===== src/rtl/pattern_edge_writer.sv =====
`default_nettype none
// ============================================================================
// Module      : pattern_edge_writer
// Description : Converts one closed-polygon vertex stream into MAX_EDGES edge
//               records and writes them into a pattern RAM slot, one per clk.
// Revision    : 1.0
// ============================================================================
module pattern_edge_writer #(
    parameter int MAX_EDGES = 30,
    parameter int ADDR_W    = 8
) (
    input  logic              clk,
    input  logic              reset,
    input  logic              start,
    input  logic [2:0]        pattern_num,
    input  logic              vtx_valid,
    output logic              vtx_ready,
    input  logic [9:0]        vtx_x,
    input  logic [8:0]        vtx_y,
    input  logic              vtx_last,
    output logic              w_en,
    output logic [ADDR_W-1:0] w_Addr,
    output logic [37:0]       w_Data,
    output logic              busy,
    output logic              done,
    output logic              err
);

    localparam int KW = $clog2(MAX_EDGES + 1);
    localparam logic [KW-1:0]     c_MAX    = KW'(MAX_EDGES);
    localparam logic [KW-1:0]     c_LAST_K = KW'(MAX_EDGES - 1);
    localparam logic [KW-1:0]     c_MIN_V  = KW'(3);
    localparam logic [ADDR_W-1:0] c_SLOT   = ADDR_W'(MAX_EDGES);

    typedef enum logic [2:0] {
        S_IDLE  = 3'd0,
        S_FIRST = 3'd1,
        S_EDGE  = 3'd2,
        S_CLOSE = 3'd3,
        S_PAD   = 3'd4,
        S_DRAIN = 3'd5,
        S_ERR   = 3'd6,
        S_FIN   = 3'd7
    } state_t;

    state_t             r_state, w_state_nxt;
    logic [KW-1:0]      r_k, w_k_nxt;
    logic [KW-1:0]      r_cnt, w_cnt_nxt;
    logic [ADDR_W-1:0]  r_base, w_base_nxt;
    logic [9:0]         r_first_x, w_first_x_nxt, r_prev_x, w_prev_x_nxt;
    logic [8:0]         r_first_y, w_first_y_nxt, r_prev_y, w_prev_y_nxt;
    logic               r_vtx_ready, w_vtx_ready_nxt;
    logic               r_w_en, w_w_en_nxt;
    logic [ADDR_W-1:0]  r_w_addr, w_w_addr_nxt;
    logic [37:0]        r_w_data, w_w_data_nxt;
    logic               r_busy, w_busy_nxt;
    logic               r_done, w_done_nxt;
    logic               r_err, w_err_nxt;

    logic               w_hs;
    logic [KW-1:0]      w_cnt_inc;
    logic [ADDR_W-1:0]  w_slot_addr;

    assign w_hs        = vtx_valid & r_vtx_ready;
    assign w_cnt_inc   = r_cnt + 1'b1;
    assign w_slot_addr = r_base + ADDR_W'(r_k);

    always_comb begin
        w_state_nxt   = r_state;
        w_k_nxt       = r_k;
        w_cnt_nxt     = r_cnt;
        w_base_nxt    = r_base;
        w_first_x_nxt = r_first_x;
        w_first_y_nxt = r_first_y;
        w_prev_x_nxt  = r_prev_x;
        w_prev_y_nxt  = r_prev_y;
        w_w_en_nxt    = 1'b0;
        w_w_addr_nxt  = r_w_addr;
        w_w_data_nxt  = r_w_data;
        w_busy_nxt    = r_busy;
        w_done_nxt    = 1'b0;
        w_err_nxt     = r_err;

        case (r_state)
            S_IDLE: begin
                if (start) begin
                    w_base_nxt  = ADDR_W'(pattern_num) * c_SLOT;
                    w_k_nxt     = '0;
                    w_cnt_nxt   = '0;
                    w_err_nxt   = 1'b0;
                    w_busy_nxt  = 1'b1;
                    w_state_nxt = S_FIRST;
                end
            end
            S_FIRST: begin
                if (w_hs) begin
                    w_first_x_nxt = vtx_x;
                    w_first_y_nxt = vtx_y;
                    w_prev_x_nxt  = vtx_x;
                    w_prev_y_nxt  = vtx_y;
                    w_cnt_nxt     = KW'(1);
                    w_state_nxt   = vtx_last ? S_ERR : S_EDGE;
                end
            end
            S_EDGE: begin
                if (w_hs) begin
                    w_w_en_nxt   = 1'b1;
                    w_w_addr_nxt = w_slot_addr;
                    w_w_data_nxt = {r_prev_x, r_prev_y, vtx_x, vtx_y};
                    w_k_nxt      = r_k + 1'b1;
                    w_prev_x_nxt = vtx_x;
                    w_prev_y_nxt = vtx_y;
                    w_cnt_nxt    = w_cnt_inc;
                    if (vtx_last) begin
                        w_state_nxt = (w_cnt_inc >= c_MIN_V) ? S_CLOSE : S_ERR;
                    end else if (w_cnt_inc == c_MAX) begin
                        // Slot is full of chained edges; no room left for the close edge.
                        w_state_nxt = S_DRAIN;
                    end
                end
            end
            S_CLOSE: begin
                w_w_en_nxt   = 1'b1;
                w_w_addr_nxt = w_slot_addr;
                w_w_data_nxt = {r_prev_x, r_prev_y, r_first_x, r_first_y};
                w_k_nxt      = r_k + 1'b1;
                w_state_nxt  = (r_k == c_LAST_K) ? S_FIN : S_PAD;
            end
            S_PAD: begin
                // Zero record is horizontal (y0==y1), so it never registers a crossing.
                w_w_en_nxt   = 1'b1;
                w_w_addr_nxt = w_slot_addr;
                w_w_data_nxt = '0;
                w_k_nxt      = r_k + 1'b1;
                if (r_k == c_LAST_K) begin
                    w_state_nxt = S_FIN;
                end
            end
            S_DRAIN: begin
                if (w_hs && vtx_last) begin
                    w_state_nxt = S_ERR;
                end
            end
            S_ERR: begin
                w_err_nxt   = 1'b1;
                w_k_nxt     = '0;
                w_state_nxt = S_PAD;
            end
            S_FIN: begin
                w_done_nxt  = 1'b1;
                w_busy_nxt  = 1'b0;
                w_state_nxt = S_IDLE;
            end
            default: begin
                w_state_nxt = S_IDLE;
            end
        endcase

        w_vtx_ready_nxt = (w_state_nxt == S_FIRST) || (w_state_nxt == S_EDGE) ||
                          (w_state_nxt == S_DRAIN);
    end

    always_ff @(posedge clk) begin
        if (reset) begin
            r_state     <= S_IDLE;
            r_k         <= '0;
            r_cnt       <= '0;
            r_base      <= '0;
            r_first_x   <= '0;
            r_first_y   <= '0;
            r_prev_x    <= '0;
            r_prev_y    <= '0;
            r_vtx_ready <= 1'b0;
            r_w_en      <= 1'b0;
            r_w_addr    <= '0;
            r_w_data    <= '0;
            r_busy      <= 1'b0;
            r_done      <= 1'b0;
            r_err       <= 1'b0;
        end else begin
            r_state     <= w_state_nxt;
            r_k         <= w_k_nxt;
            r_cnt       <= w_cnt_nxt;
            r_base      <= w_base_nxt;
            r_first_x   <= w_first_x_nxt;
            r_first_y   <= w_first_y_nxt;
            r_prev_x    <= w_prev_x_nxt;
            r_prev_y    <= w_prev_y_nxt;
            r_vtx_ready <= w_vtx_ready_nxt;
            r_w_en      <= w_w_en_nxt;
            r_w_addr    <= w_w_addr_nxt;
            r_w_data    <= w_w_data_nxt;
            r_busy      <= w_busy_nxt;
            r_done      <= w_done_nxt;
            r_err       <= w_err_nxt;
        end
    end

    assign vtx_ready = r_vtx_ready;
    assign w_en      = r_w_en;
    assign w_Addr    = r_w_addr;
    assign w_Data    = r_w_data;
    assign busy      = r_busy;
    assign done      = r_done;
    assign err       = r_err;

endmodule
`default_nettype wire


===== config.mk =====
export PLATFORM = sky130hd
export DESIGN_NAME = pattern_edge_writer
export DESIGN_NICKNAME = d
export VERILOG_FILES = /design/src/rtl/pattern_edge_writer.sv
export SDC_FILE = /design/constraint.sdc
export NUM_CORES = 1
export LEC_CHECK = 0
export ABC_CLOCK_PERIOD_IN_PS = 3470
export BUFFER_PORTS_ARGS = -buffer_cell sky130_fd_sc_hd__clkbuf_2
export CORE_MARGIN = 2
export CORE_UTILIZATION = 55
export DETAILED_ROUTE_END_ITERATION = 10
export PLACE_DENSITY = 0.78
export SLEW_MARGIN = 25
export SYNTH_ARGS = -nofsm -noshare
export SYNTH_HDL_FRONTEND = slang
export SYNTH_SLANG_ARGS = --single-unit

===== constraint.sdc =====
create_clock -name clk -period 3.47 [get_ports clk]
set_input_delay 0.8675 -clock clk [delete_from_list [all_inputs] [get_ports clk]]
set_output_delay 0.8675 -clock clk [all_outputs]
set_load 0.01 [all_outputs]

==> flow_metrics.env, run 1 <==
export IMPL_synth_flop_cell="dfxtp_1"
export IMPL_fin_area_mm2=0.00539
export IMPL_r2r_start="r_state[2]$_SDFF_PP0_"
export IMPL_vias=4105
export IMPL_drive_gt1_share_pct=17.8
export IMPL_critical_path_startpoint="pattern_num[0]"
export IMPL_hp_start="w_Addr[1]$_SDFFE_PP0P_"
export IMPL_placement_cell_area_mm2=0.00520
export IMPL_rrSetupSlack_ns=1.16
export IMPL_gp_congestion=0.877
export IMPL_slew_headroom_pct=37.8
export IMPL_async_reset_ff_share_pct=0
export IMPL_max_stage_delay_ns=0.61
export IMPL_start_kind="primary input"
export IMPL_clock_fmax_ghz=0.409
export IMPL_post_route_period_util_pct=70.5
export IMPL_ys_types=49
export IMPL_area_growth_pct=12.9
export IMPL_core_area_mm2=0.00830
export IMPL_antenna_cells=0
export IMPL_worst_slack_ns=1.03
export IMPL_hp_class="reg -> reg"
export IMPL_rsz0062_at_grt="no"
export IMPL_antenna_found_initial=0
export IMPL_finalSetupTns_ns=0
export IMPL_final_cell_mix="dfxtp_1, nand2_1, clkbuf_2, nor2_1, a21oi_1"
export IMPL_final_hold_violation_count=0
export IMPL_synthCells=554
export IMPL_yosysSeqAreaShare_pct=45.8
export IMPL_io_pins=78
export IMPL_crit_slowest_cell="fa_1"
export IMPL_hold_end="w_Addr[1]$_SDFFE_PP0P_"
export IMPL_p_leak_uw=0.00206
export IMPL_hold_depth=2
export IMPL_critical_path_top_delay_family="adder cells"
export IMPL_drt_wl_total_um=11200
export IMPL_final_common_cell="dfxtp_1"
export IMPL_arrival_ns=2.73
export IMPL_whs_ns=0.459
export IMPL_cts_resized_gates=0
export IMPL_outcome="completed"
export IMPL_place_hpwl_um=7580
export IMPL_drv_cap=0
export IMPL_rows=33
export IMPL_synthTopCellsByArea="dfxtp_1, nand2_1, a21oi_1"
export IMPL_cts_tree="yes"
export IMPL_synth_edf_count=0
export IMPL_ant_nets=0
export IMPL_final_nets=659
export IMPL_crit_fanout=4
export IMPL_power_density_mw_per_mm2=506
export IMPL_setup_viol=0
export IMPL_syn_nets=600
export IMPL_grt_max_degree=58
export IMPL_clock_sinks=109
export IMPL_clock_path_buffers=2
export IMPL_critPathKind="in -> reg"
export IMPL_ys_ff_latch=109
export IMPL_cts_root_buf="clkbuf_8"
export IMPL_drtIter0Drc=408
export IMPL_pre_cts_slack_ns=0.643
export IMPL_peakVddDrop_uv=292
export IMPL_netlist_area_mm2=0.00477
export IMPL_grt_pass1_wl_um=19000
export IMPL_synth_top_area_cell="dfxtp_1"
export IMPL_drc=0
export IMPL_wl_per_cell_um=15.5
export IMPL_synth_top_area_share_pct=45.8
export IMPL_path_cells="clkbuf_2, fa_1, ha_1, inv_1, fa_1, inv_1, a21o_1, a21oi_1, a211oi_1"
export IMPL_hold_buffers=0
export IMPL_worst_pin_slew_ns=0.932
export IMPL_skew_ns=0.0129
export IMPL_rr_worst_depth=5
export IMPL_yosys_warnings=0
export IMPL_grt_pass1_vias=3883
export IMPL_start_util_pct=57.5
export IMPL_period_needed_ns=2.44
export IMPL_slew_viol_final=0
export IMPL_overflow=0
export IMPL_io_buffers=77
export IMPL_avgSynthCellArea_um2=8.61
export IMPL_crit_required_ns=3.75
export IMPL_post_cts_buffers=0
export IMPL_htree_levels=3
export IMPL_dr_pass1_iters=5
export IMPL_die_area_mm2=0.00943
export IMPL_die_y_um=97.1
export IMPL_regToRegEndpoint="w_Data[13]$_SDFFE_PP0P_"
export IMPL_clk_transition_reported_paths_ns=0.10
export IMPL_grtUsageTotal_pct=24.2
export IMPL_viasPerCell=5.69
export IMPL_nFillCells=701
export IMPL_clk_latency_ns=0.37
export IMPL_crit_buf_inv=3
export IMPL_numCtsBuffers=9
export IMPL_fp_dieW_um=97.1
export IMPL_crit_path_end_kind="register"
-- cells in the mapped netlist (2+ instances only) --
| cell | n |
|---|---|
| dfxtp_1 | 109 |
| nand2_1 | 77 |
| nor2_1 | 69 |
| a21oi_1 | 57 |
| mux2i_1 | 26 |
| nand3_1 | 25 |
| nor3_1 | 22 |
| clkbuf_1 | 21 |
| a221oi_1 | 19 |
| inv_1 | 17 |
| ha_1 | 15 |
| buf_2 | 13 |
| xnor2_1 | 9 |
| a211oi_1 | 6 |
| nand2b_1 | 6 |
| o21ai_0 | 6 |
| nor2b_1 | 5 |
| a21o_1 | 4 |
| fa_1 | 4 |
| xor2_1 | 4 |
| a21oi_2 | 3 |
| nand4_1 | 3 |
| o22ai_1 | 3 |
| or3_1 | 3 |
| buf_4 | 2 |
| o21a_1 | 2 |
| o32a_1 | 2 |
-- metal layers --
metal	part of all wire (%)	routed length (µm)	global-route usage, %	up-vias
met5	0	0	0	-
met4	1.0	112	7.15	0
met3	5.7	641	4.82	9
met2	46	5180	38.1	124
met1	47	5250	33.7	1950
li1	-	-	-	2022
-- final cells by class --
cell class | instances | area, µm² | area share, %
multi-input cells | 391 | 2380 | 44.1
flip-flops and latches | 109 | 2180 | 40.5
repair buffers | 85 | 448 | 8.32
well taps | 105 | 131 | 2.44
clock buffers | 9 | 124 | 2.30
inverters | 17 | 63.8 | 1.18
clock inverters | 6 | 58.8 | 1.09
-- cells by family (layout without fill, tap and decap cells) --
kind of cell	count (synthesis)	in the layout	share of synthesized area (%)
DFF	109	109	45.8
buffers and inverters	54	117	4.91
and+or+nand+nor	219	219	20.4
adders and majority gates	19	19	5.61
muxes	26	26	5.46
xor gates and xnor gates	13	13	2.39
AOI/OAI and AO/OA	114	114	15.5
-- worst min-delay path, delay by kind of cell (launching register included) --
family | cells | cell delay (ns)
DFF | 1 | 0.32
and+or+nand+nor | 1 | 0.05
AOI/OAI and AO/OA | 1 | 0.05
-- worst max path at each step --
stage	end	cells past startpoint
after floorplan	r_base[7]$_SDFFE_PP0P_	8
after global placement	r_base[7]$_SDFFE_PP0P_	9
after detailed placement	r_base[7]$_SDFFE_PP0P_	9
after CTS	r_base[7]$_SDFFE_PP0P_	9
after global routing	r_base[7]$_SDFFE_PP0P_	9
final	r_base[7]$_SDFFE_PP0P_	9
-- power by group --
group	total, µW	switching [µW]	leakage, µW	internal, µW
registers	1430	86.0	0.000883	1340
logic	574	355	0.00109	218
clock network	722	451	0.0000890	271
-- stage by stage --
step	std cells	util, %	power, µW
CTS	722	64.9	2740
global placement	707	62.7	2000
detailed placement	707	62.7	2030
global route	722	64.9	2880
finish	722	64.9	2730
floorplan	554	-	1850
-- sequential cells by signal (all words and copies together) (netlist names), 5 cells and up --
register,count
r_base,7
r_cnt,5
r_first_x,10
r_first_y,9
r_k,5
r_prev_x,10
r_prev_y,9
w_Addr,8
w_Data,38
Note: power is estimated with default switching activity, not from simulation.
==> run 2, diff against run 1 <==
--- a/config.mk
+++ b/config.mk
@@ -5,12 +5,12 @@
 export SDC_FILE = /design/constraint.sdc
 export NUM_CORES = 1
 export LEC_CHECK = 0
-export ABC_CLOCK_PERIOD_IN_PS = 3470
+export ABC_CLOCK_PERIOD_IN_PS = 2100
 export BUFFER_PORTS_ARGS = -buffer_cell sky130_fd_sc_hd__clkbuf_2
 export CORE_MARGIN = 2
-export CORE_UTILIZATION = 55
+export CORE_UTILIZATION = 51
 export DETAILED_ROUTE_END_ITERATION = 10
-export PLACE_DENSITY = 0.78
+export PLACE_DENSITY = 0.76
 export SLEW_MARGIN = 25
 export SYNTH_ARGS = -nofsm -noshare
 export SYNTH_HDL_FRONTEND = slang
==> constraint.sdc (replaced) <==
create_clock -name clk -period 2.1 [get_ports clk]
set_input_delay 0.525 -clock clk [delete_from_list [all_inputs] [get_ports clk]]
set_output_delay 0.525 -clock clk [all_outputs]
set_load 0.01 [all_outputs]
==> flow_metrics.env, run 2 (same netlist as run 1, synthesis figures left out) <==
export IMPL_place_hpwl_um=7910
export IMPL_final_hold_violation_count=0
export IMPL_worst_pin_slew_ns=0.707
export IMPL_rr_worst_depth=8
export IMPL_post_cts_buffers=0
export IMPL_final_cell_mix="dfxtp_1, nand2_1, clkbuf_2, nor2_1, a21oi_1"
export IMPL_drt_wl_total_um=11300
export IMPL_wl_per_cell_um=15.2
export IMPL_power_frac_seq_pct=49.8
export IMPL_largest_register_ffs=38
export IMPL_gp_congestion=0.902
export IMPL_post_route_period_util_pct=94.5
export IMPL_core_area_mm2=0.00915
export IMPL_grt_pass1_wl_um=18500
export IMPL_slew_headroom_pct=52.9
export IMPL_p_int_uw=3160
export IMPL_comb_power_share_pct=22.9
export IMPL_crit_path_end_kind="register"
export IMPL_clk_latency_ns=0.38
export IMPL_crit_required_ns=2.38
export IMPL_crit_fanout=3
export IMPL_hold_buffers=0
export IMPL_rrSetupSlack_ns=0.11
export IMPL_overflow=0
export IMPL_ant_nets=0
export IMPL_drc=0
export IMPL_placement_cell_area_mm2=0.00538
export IMPL_die_area_mm2=0.0101
export IMPL_dpl_cell_count=727
export IMPL_critical_path_top_delay_family="adder cells"
export IMPL_regToRegEndpoint="w_Addr[7]$_SDFFE_PP0P_"
export IMPL_start_kind="register"
export IMPL_crit_path_frequent_cell="inv_1"
export IMPL_hp_class="in -> reg"
export IMPL_die_y_um=101
export IMPL_dr_pass1_iters=4
export IMPL_hold_end="r_first_x[5]$_SDFFE_PP0P_"
export IMPL_path_cells="ha_1, inv_1, fa_1, inv_1, a21o_1, a21oi_1, or3_1, a311oi_2"
export IMPL_hp_start="vtx_x[5]"
export IMPL_clock_sinks=109
export IMPL_area_growth_pct=17.4
export IMPL_outcome="completed"
export IMPL_clk_transition_reported_paths_ns=0.11
export IMPL_power_density_mw_per_mm2=837
export IMPL_power_frac_clock_pct=27.3
export IMPL_numCtsBuffers=9
export IMPL_crit_slowest_cell="fa_1"
export IMPL_cts_tree="yes"
export IMPL_clock_fmax_ghz=0.504
export IMPL_cts_root_buf="clkbuf_8"
export IMPL_start_util_pct=52.1
export IMPL_worst_slack_ns=0.115
export IMPL_instances_no_fill=743
export IMPL_nFillCells=785
export IMPL_hold_depth=3
export IMPL_arrival_ns=2.26
export IMPL_drtIter0Drc=243
export IMPL_critPathKind="reg -> reg"
export IMPL_setup_viol=0
export IMPL_pre_cts_slack_ns=-0.276
export IMPL_rows=35
export IMPL_grtUsageTotal_pct=22.7
export IMPL_peakVddDrop_uv=434
export IMPL_p_leak_uw=0.00217
export IMPL_antenna_found_initial=0
export IMPL_final_nets=673
export IMPL_r2r_start="r_base[1]$_SDFFE_PP0P_"
export IMPL_grt_max_degree=45
export IMPL_fp_dieW_um=101
export IMPL_htree_levels=3
export IMPL_io_pins=78
export IMPL_max_stage_delay_ns=0.40
export IMPL_drive_gt1_share_pct=20.9
export IMPL_switchingPower_uw=1530
export IMPL_io_buffers=77
export IMPL_clock_path_buffers=2
export IMPL_rsz0062_at_grt="no"
export IMPL_crit_buf_inv=2
export IMPL_viasPerCell=5.59
export IMPL_vias=4150
export IMPL_drv_cap=0
export IMPL_slew_viol_final=0
export IMPL_power_uw=4690
export IMPL_antenna_cells=0
export IMPL_fin_area_mm2=0.00560
export IMPL_swShare_pct=32.6
export IMPL_final_common_cell="dfxtp_1"
export IMPL_period_needed_ns=1.99
export IMPL_skew_ns=0.0175
export IMPL_grt_pass1_vias=3955
run 2: repair_timing:
item / 4_1_cts / 5_1_grt
endpoints found under the setup margin: 0 / 20
resized for setup: 0 / 5
endpoints found under the hold margin: 0 / 0
run 2: how the worst max path moves through the flow:
stage | endpoint | cells after the start | slack, ns | start
3_5_place_dp | r_base[6]$_SDFFE_PP0P_ | 9 | -0.28 | pattern_num[2]
6_report | w_Addr[7]$_SDFFE_PP0P_ | 8 | 0.11 | r_base[1]$_SDFFE_PP0P_
3_3_place_gp | r_base[7]$_SDFFE_PP0P_ | 9 | -0.13 | pattern_num[2]
4_1_cts | w_Addr[7]$_SDFFE_PP0P_ | 8 | 0.009 | r_k[1]$_SDFFE_PP0P_
2_1_floorplan | r_base[7]$_SDFFE_PP0P_ | 8 | -0.02 | pattern_num[2]
5_1_grt | w_Addr[7]$_SDFFE_PP0P_ | 8 | 0.001 | r_base[1]$_SDFFE_PP0P_
run 2: power groups by stage:
stage | logic (µW) | registers [µW] | clock network, µW
6_report | 1070 | 2330 | 1280
5_1_grt | 1190 | 2350 | 1370
4_1_cts | 1070 | 2330 | 1290
3_5_place_dp | 1060 | 2380 | 0
3_3_place_gp | 1030 | 2370 | 0
2_1_floorplan | 666 | 2390 | 0
run 2: worst register-to-register path: cells and delay by family, from the launching register on:
family	cells	cell delay (ns)
adder cells (fa/ha/maj)	2	0.58
AO/OA/AOI/OAI	3	0.42
AND/OR/NAND/NOR	1	0.40
flip-flops	1	0.37
buffers and inverters	2	0.13
run 2: cell type report:
| cell class | instances | area [µm²] | area share, % |
|---|---|---|---|
| sequential | 109 | 2180 | 39.0 |
| inverter | 17 | 63.8 | 1.14 |
| clock buffer | 10 | 138 | 2.46 |
| tap | 111 | 139 | 2.48 |
| timing repair buffer | 99 | 616 | 11.0 |
| multi-input combinational | 391 | 2400 | 42.8 |
| clock inverter | 6 | 60.1 | 1.07 |
run 2: stage by stage:
| step | hold slack (ns) | utilization [%] | TNS [ns] |
|---|---|---|---|
| after floorplan | 0.436 | - | -0.0186 |
| after global placement | 0.439 | 58.8 | -0.372 |
| after detailed placement | 0.446 | 58.8 | -0.772 |
| after CTS | 0.390 | 61.0 | 0 |
| after global routing | 0.400 | 61.2 | 0 |
| final | 0.398 | 61.2 | 0 |
run 2: metal layers:
metal	track usage [%]	up-vias	wire length [µm]	share of wire [%]
met5	0	-	0	0
met4	6.74	0	151	1.3
met3	6.10	15	698	6.2
met2	37.5	114	5380	48
met1	29.2	1963	5090	45
li1	-	2058	-	-
==> run 3, diff against run 2 <==
--- a/config.mk
+++ b/config.mk
@@ -7,10 +7,12 @@
 export LEC_CHECK = 0
 export ABC_CLOCK_PERIOD_IN_PS = 2100
 export BUFFER_PORTS_ARGS = -buffer_cell sky130_fd_sc_hd__clkbuf_2
+export CELL_PAD_IN_SITES_DETAIL_PLACEMENT = 0
+export CELL_PAD_IN_SITES_GLOBAL_PLACEMENT = 1
 export CORE_MARGIN = 2
-export CORE_UTILIZATION = 51
+export CORE_UTILIZATION = 38
 export DETAILED_ROUTE_END_ITERATION = 10
-export PLACE_DENSITY = 0.76
+export PLACE_DENSITY_LB_ADDON = 0.1
 export SLEW_MARGIN = 25
 export SYNTH_ARGS = -nofsm -noshare
 export SYNTH_HDL_FRONTEND = slang
==> flow_metrics.env, run 3 (same netlist as run 1, synthesis figures left out) <==
export IMPL_io_pins=78
export IMPL_viasPerCell=5.06
export IMPL_clk_transition_reported_paths_ns=0.07
export IMPL_rr_worst_depth=7
export IMPL_crit_required_ns=2.37
export IMPL_largest_register_ffs=38
export IMPL_dpl_cell_count=787
export IMPL_crit_path_end_kind="register"
export IMPL_cts_tree="yes"
export IMPL_peakVddDrop_uv=540
export IMPL_skew_ns=0.00498
export IMPL_final_common_cell="dfxtp_1"
export IMPL_instances_no_fill=801
export IMPL_grt_max_degree=49
export IMPL_critPathKind="reg -> reg"
export IMPL_drtIter0Drc=182
export IMPL_place_hpwl_um=7700
export IMPL_start_util_pct=39.4
export IMPL_die_y_um=116
export IMPL_io_buffers=77
export IMPL_power_density_mw_per_mm2=899
export IMPL_antenna_cells=0
export IMPL_slew_viol_final=0
export IMPL_core_area_mm2=0.0121
export IMPL_fin_area_mm2=0.00581
export IMPL_htree_levels=3
export IMPL_worst_pin_slew_ns=0.607
export IMPL_antenna_found_initial=0
export IMPL_hold_depth=3
export IMPL_grt_pass1_vias=3854
export IMPL_start_kind="register"
export IMPL_setup_viol=0
export IMPL_clock_path_buffers=2
export IMPL_period_needed_ns=1.96
export IMPL_post_route_period_util_pct=93.3
export IMPL_power_uw=5230
export IMPL_cts_resized_gates=0
export IMPL_clock_fmax_ghz=0.510
export IMPL_final_nets=676
export IMPL_ant_nets=0
export IMPL_drc=0
export IMPL_gp_congestion=0.814
export IMPL_outcome="completed"
export IMPL_grtUsageTotal_pct=18.3
export IMPL_clock_sinks=109
export IMPL_crit_fanout=5
export IMPL_rows=40
export IMPL_final_hold_violation_count=0
export IMPL_placement_cell_area_mm2=0.00549
export IMPL_hp_class="in -> reg"
export IMPL_wl_per_cell_um=14.6
export IMPL_nFillCells=1252
export IMPL_final_cell_mix="dfxtp_1, nand2_1, clkbuf_2, nor2_1, a21oi_1"
export IMPL_area_growth_pct=21.9
export IMPL_rrSetupSlack_ns=0.14
export IMPL_overflow=0
export IMPL_drt_wl_total_um=11700
export IMPL_grt_pass1_wl_um=19400
export IMPL_arrival_ns=2.23
export IMPL_cts_root_buf="clkbuf_16"
export IMPL_p_leak_uw=0.00224
export IMPL_fp_dieW_um=116
export IMPL_post_cts_buffers=0
export IMPL_vias=4054
export IMPL_slew_headroom_pct=59.5
export IMPL_whs_ns=0.423
export IMPL_rsz0062_at_grt="no"
export IMPL_die_area_mm2=0.0135
export IMPL_drv_cap=0
export IMPL_clk_latency_ns=0.35
export IMPL_numCtsBuffers=9
export IMPL_hold_buffers=0
export IMPL_dr_pass1_iters=4
export IMPL_drive_gt1_share_pct=20.9
-- run 3: final timing paths --
check / endpoint / from
hold / removal: r_first_x[6]$_SDFFE_PP0P_ / vtx_x[6]
setup reg to reg: w_Addr[7]$_SDFFE_PP0P_ / r_k[2]$_SDFFE_PP0P_
setup / recovery: w_Addr[7]$_SDFFE_PP0P_ / r_k[2]$_SDFFE_PP0P_
hold reg to reg: w_Data[31]$_SDFFE_PP0P_ / w_Data[31]$_SDFFE_PP0P_
-- run 3: per-layer routing --
| layer | global-route usage (%) | vias up | routed length [µm] |
|---|---|---|---|
| met2 | 30.1 | 65 | 5620 |
| met3 | 5.18 | 6 | 439 |
| met1 | 23.9 | 1920 | 5540 |
| met5 | 0 | - | 0 |
| met4 | 4.68 | 0 | 104 |
| li1 | - | 2063 | - |
-- run 3: metrics by stage --
step	util [%]	setup WS [ns]	TNS, ns
floorplan	-	-0.0186	-0.0186
global placement	45.4	-0.144	-0.405
detailed placement	45.4	-0.186	-0.570
CTS	47.9	0.0638	0
global route	48.0	0.00373	0
finish	48.0	0.140	0
-- run 3: worst max-delay path, cell delays in order, from the launching register on --
cell	delay, ns
dfxtp_1	0.43
inv_1	0.12
fa_1	0.47
inv_1	0.08
a21o_1	0.11
a21oi_1	0.08
or3_1	0.34
a311oi_1	0.24
-- run 3: area by class of cell --
class	count	area [µm²]	share of cell area [%]
well taps	168	210	3.62
multi-input cells	391	2390	41.2
repair buffers	102	651	11.2
clock buffers	9	225	3.88
clock inverters	5	85.1	1.46
inverters	17	63.8	1.10
flip-flops and latches	109	2180	37.6
-- run 3: report_power, final --
group	internal [µW]	switching, µW
combinational	444	634
sequential	2220	114
clock	1040	767
